### config.mk
export PLATFORM = sky130hd
export DESIGN_NAME = dec3to8_strobe
export DESIGN_NICKNAME = d
export VERILOG_FILES = /design/src/rtl/dec_pkg.sv /design/src/rtl/dec3to8_strobe.sv
export SDC_FILE = /design/constraint.sdc
export NUM_CORES = 1
export LEC_CHECK = 0
export CELL_PAD_IN_SITES_DETAIL_PLACEMENT = 1
export CELL_PAD_IN_SITES_GLOBAL_PLACEMENT = 2
export CORE_ASPECT_RATIO = 1.4
export CORE_MARGIN = 10
export CORE_UTILIZATION = 25
export DETAILED_ROUTE_END_ITERATION = 7
export PLACE_DENSITY = 0.6
export SYNTH_ARGS = -nofsm -noshare
export SYNTH_HDL_FRONTEND = slang
export SYNTH_SLANG_ARGS = --single-unit
### constraint.sdc
create_clock -name clk -period 2.7 [get_ports clk]
set_clock_uncertainty 0.1 [all_clocks]
set_input_delay 0.54 -clock clk [delete_from_list [all_inputs] [get_ports clk]]
set_output_delay 0.54 -clock clk [all_outputs]
set_load 0.02 [all_outputs]
### src/rtl/dec_pkg.sv
// Shared types and helpers for the 3-to-8 strobe decoder.
// Holds the FSM state encoding, counter width and the one-hot helper.
package dec_pkg;

  typedef enum logic [1:0] {
    IDLE  = 2'd0,
    DRIVE = 2'd1,
    GAP   = 2'd2
  } state_t;

  localparam int CNT_W = 8;

  // Map a 3-bit select code to its single strobe line.
  function automatic logic [7:0] onehot3(input logic [2:0] code);
    logic [7:0] line;
    line = 8'h00;
    line[code] = 1'b1;
    return line;
  endfunction

endpackage

### src/rtl/dec3to8_strobe.sv
// Sequential 3-to-8 decoder: accepts a code via valid/ready, drives its one-hot
// line for PULSE_LEN cycles, then holds the output low for GAP_LEN cycles.
module dec3to8_strobe
  import dec_pkg::*;
#(
  parameter int unsigned PULSE_LEN = 4,
  parameter int unsigned GAP_LEN   = 1
) (
  input  logic       clk,
  input  logic       rst_n,
  input  logic       en,
  input  logic       in_valid,
  input  logic [2:0] in_code,
  output logic       in_ready,
  output logic [7:0] y,
  output logic       busy,
  output logic       done
);

  if ((PULSE_LEN < 32'd1) || (PULSE_LEN > 32'd255) || (GAP_LEN > 32'd255)) begin : g_bad_param
    $error("dec3to8_strobe: PULSE_LEN must be 1..255 and GAP_LEN 0..255");
  end

  localparam logic [CNT_W-1:0] PULSE_LOAD = CNT_W'(PULSE_LEN - 32'd1);
  localparam logic [CNT_W-1:0] GAP_LOAD   = (GAP_LEN == 32'd0) ? {CNT_W{1'b0}}
                                                               : CNT_W'(GAP_LEN - 32'd1);
  localparam logic             HAS_GAP    = (GAP_LEN != 32'd0);

  state_t           state_r;
  logic [CNT_W-1:0] cnt_r;
  logic [2:0]       code_r;
  logic             cnt_zero_s;

  assign cnt_zero_s = (cnt_r == {CNT_W{1'b0}});

  // Ready is gated by rst_n so it reads low for the whole time reset is held.
  assign in_ready = rst_n && en && (state_r == IDLE);

  // Decoder FSM with pulse/gap down-counter and registered strobe outputs.
  always_ff @(posedge clk or negedge rst_n) begin
    if (!rst_n) begin
      state_r <= IDLE;
      cnt_r   <= {CNT_W{1'b0}};
      code_r  <= 3'd0;
      y       <= 8'h00;
      busy    <= 1'b0;
      done    <= 1'b0;
    end else if (!en) begin
      // Abort: drop straight to IDLE without signalling completion.
      state_r <= IDLE;
      cnt_r   <= {CNT_W{1'b0}};
      y       <= 8'h00;
      busy    <= 1'b0;
      done    <= 1'b0;
    end else begin
      case (state_r)
        IDLE: begin
          done <= 1'b0;
          if (in_valid) begin
            state_r <= DRIVE;
            code_r  <= in_code;
            cnt_r   <= PULSE_LOAD;
            y       <= onehot3(in_code);
            busy    <= 1'b1;
          end else begin
            y    <= 8'h00;
            busy <= 1'b0;
          end
        end
        DRIVE: begin
          if (cnt_zero_s) begin
            y    <= 8'h00;
            done <= 1'b1;
            if (HAS_GAP) begin
              state_r <= GAP;
              cnt_r   <= GAP_LOAD;
              busy    <= 1'b1;
            end else begin
              state_r <= IDLE;
              cnt_r   <= {CNT_W{1'b0}};
              busy    <= 1'b0;
            end
          end else begin
            cnt_r <= cnt_r - CNT_W'(1);
            y     <= onehot3(code_r);
            busy  <= 1'b1;
            done  <= 1'b0;
          end
        end
        GAP: begin
          done <= 1'b0;
          y    <= 8'h00;
          if (cnt_zero_s) begin
            state_r <= IDLE;
            busy    <= 1'b0;
          end else begin
            cnt_r <= cnt_r - CNT_W'(1);
            busy  <= 1'b1;
          end
        end
        default: begin
          state_r <= IDLE;
          cnt_r   <= {CNT_W{1'b0}};
          y       <= 8'h00;
          busy    <= 1'b0;
          done    <= 1'b0;
        end
      endcase
    end
  end

endmodule
==> results.cfg <==
[placement]
dp.final_hpwl_mm = 2.92
gp_congestion = 0.776
post_dp_cell_area_um2 = 1610
io_buffers = 17

[grt]
first_global_vias = 1277
grt_pass1_wl_mm = 6.41
grt_use_total_pct = 9.24
grt-ovfl-total = 0
antenna_found_initial = 0
grt_max_degree = 24

[clocking]
ctsHoldBuffers = 0
cts_buffers = 3
clk_latency_ns = 0.26
cts.sink_count = 23
htreeDepth = 1
clockRootBuffer = clkbuf_8
clk_pin_slew_worst_paths_ns = 0.09
cts_buffer_depth = 2
cts_tree = built

[finish]
final.fill_count = 609
area_growth_pct = 26.5
drive_gt1_share_pct = 14.1
design_area_um2 = 1660
diodes = 0
layout_commonest_cell = dfrtp_1
finalNetCount = 173
mostFrequentLayoutCells = 23 x dfrtp_1, 19 x nor2_1, 16 x clkdlybuf4s50_1, 9 x buf_4, 8 x a21oi_1
fin_util_pct = 32.4

[worst_hold_path]
min_from = cnt_r[7]
hold_end = cnt_r[7]
hold_depth = 2
holdCritPathClass = reg -> reg

[sta]
slew_headroom_pct = 63.9
setup_viol = 0
fin_setup_tns_ns = 0
period_minus_slack_ns = 2.20
rsz0062_at_grt = no
worst_pin_slew_ns = 0.538
post-route-period-util_pct = 81.3
slew_violations = 0
clock.fmax_mhz = 455
finalHoldViolations = 0

[worst_setup_path]
required_ns = 2.06
path_max_fanout = 2
ff2ff_path_depth = 7
crit_buf_inv = 2
slowest_delay_ns = 0.49
reg2reg_from = cnt_r[0]
worst_path_max_delay_cell = clkdlybuf4s50_1
end_kind = primary output
path_class = in -> out
path_cells = clkdlybuf4s50_1 > nand2_1 > nor3b_1 > dlymetal6s2s_1
cp_top_family = buffers and inverters
startpoint_type = primary input
rrSetupSlack_ns = 0.62
r2r-end = y[6]
cp.arrival_ns = 1.56

[drt]
firstDrtPassIters = 4
dr.first_iter.drc_count = 48
via_count = 1177
routed_wl_mm = 3.77
ant_nets = 0
drc = 0
wl_per_cell_um = 16.4
via_per_inst = 5.14

[power_and_ir_drop]
power_frac_comb_pct = 55.7
peakVddDrop_uv = 475
p_leak_nw = 0.676
pwr-share-seq_pct = 32.4
p_sw_mw = 0.845
p_clk_share_pct = 11.9
p_int_mw = 1.02
p_sw_share_pct = 45.3
powerDensity_nw_per_um2 = 1120

[floorplanning]
core_area_um2 = 5120
die_h_um = 106
ioPinCount = 18
die_area_um2 = 8590
die_w_um = 81.2
start_util_pct = 25.6
row_count = 31

[logic_synthesis]
ys.flop_type = dfrtp_1
ys_seq_area_share_pct = 43.9
syn_area_per_cell_um2 = 9.65
netlist_instances = 136
synth_warnings = 0
synth-edff-count = 0
syn_area_um2 = 1310
ys_ff_latch = 23
synth_fp_nets = 145
yosysUniqueCellTypes = 45
synthArstFlopShare_pct = 100

[job]
cap_violations = 0

[run_status]
status = completed
[flip-flops by register name, summed over array words and instances (netlist names)]
signal / count
busy: 1
cnt_r: 8
state_r: 2
y: 8
done: 1
code_r: 3
[metrics by stage]
step	setup WS (ns)	total power [mW]	cells	hold slack, ns
2_1_floorplan	0.792	1.33	136	0.144
3_3_place_gp	0.133	1.64	225	0.488
3_5_place_dp	0.116	1.66	225	0.481
4_1_cts	0.0993	1.89	229	0.502
5_1_grt	0.414	2.03	229	0.552
6_report	0.504	1.86	229	0.493
[worst max-delay path by stage]
stage,start,to,slack (ns),cells past startpoint
after floorplan,en,in_ready,0.79,2
after global placement,en,in_ready,0.13,4
after detailed placement,en,in_ready,0.12,4
after CTS,en,in_ready,0.1,4
after global routing,en,in_ready,0.41,4
final,en,in_ready,0.50,4
[per-layer routing]
metal / track usage, % / routed length, um
met5: 0 / 0
met2: 17.0 / 2050
met3: 1.53 / 63
met1: 10.5 / 1600
met4: 2.48 / 59
[cells in the mapped netlist, drive strengths merged (3+ instances only)]
library cell | number | area (um^2)
a22oi | 3 | 22.5
nand3 | 6 | 30.0
nor2b | 5 | 31.3
nor2 | 20 | 82.6
a21oi | 8 | 40.0
a211oi | 5 | 42.5
mux2 | 3 | 33.8
nor4 | 3 | 33.8
nand2 | 5 | 18.8
a32oi | 3 | 26.3
inv | 5 | 18.8
o21ai | 5 | 28.8
dfrtp | 23 | 576
nor3 | 4 | 20.0
[power groups by stage]
stage                     registers, mW  clock network [mW]  logic (mW)
after global placement            0.606                   0        1.03
after detailed placement          0.613                   0        1.05
final                             0.605               0.222        1.04
after CTS                         0.605               0.229        1.05
after global routing              0.634               0.246        1.15
after floorplan                   0.591                   0       0.736
[worst register-to-register path: stages, from the launching register on]
cell	delay (ns)
dfrtp_1	0.44
inv_1	0.12
ha_1	0.24
nor3b_1	0.14
buf_4	0.16
a211oi_1	0.50
nand3_1	0.13
a21oi_1	0.16
[kinds of logic (layout without fill, tap and decap cells)]
kind of cell | Yosys count | in the layout | share of synthesized area, %
AND/OR/NAND/NOR | 56 | 56 | 24.1
multiplexers | 5 | 5 | 4.10
flip-flops | 23 | 23 | 43.9
AO/OA/AOI/OAI | 42 | 42 | 23.1
adder cells (fa/ha/maj) | 2 | 2 | 1.91
buffers and inverters | 8 | 35 | 2.95
[cell type report]
type	instances	area (um^2)	area share, %
repair buffers	26	240	14.5
well taps	66	82.6	4.97
flip-flops and latches	23	576	34.7
multi-input cells	105	698	42.0
clock buffers	4	45.0	2.71
inverters	5	18.8	1.13
[what timing repair did]
action | 4_1_cts | 5_1_grt
buffers inserted | 0 | 0
endpoints found under the setup margin | 0 | 1
resized for setup | 0 | 1
Note: power is estimated with default switching activity, not from simulation.
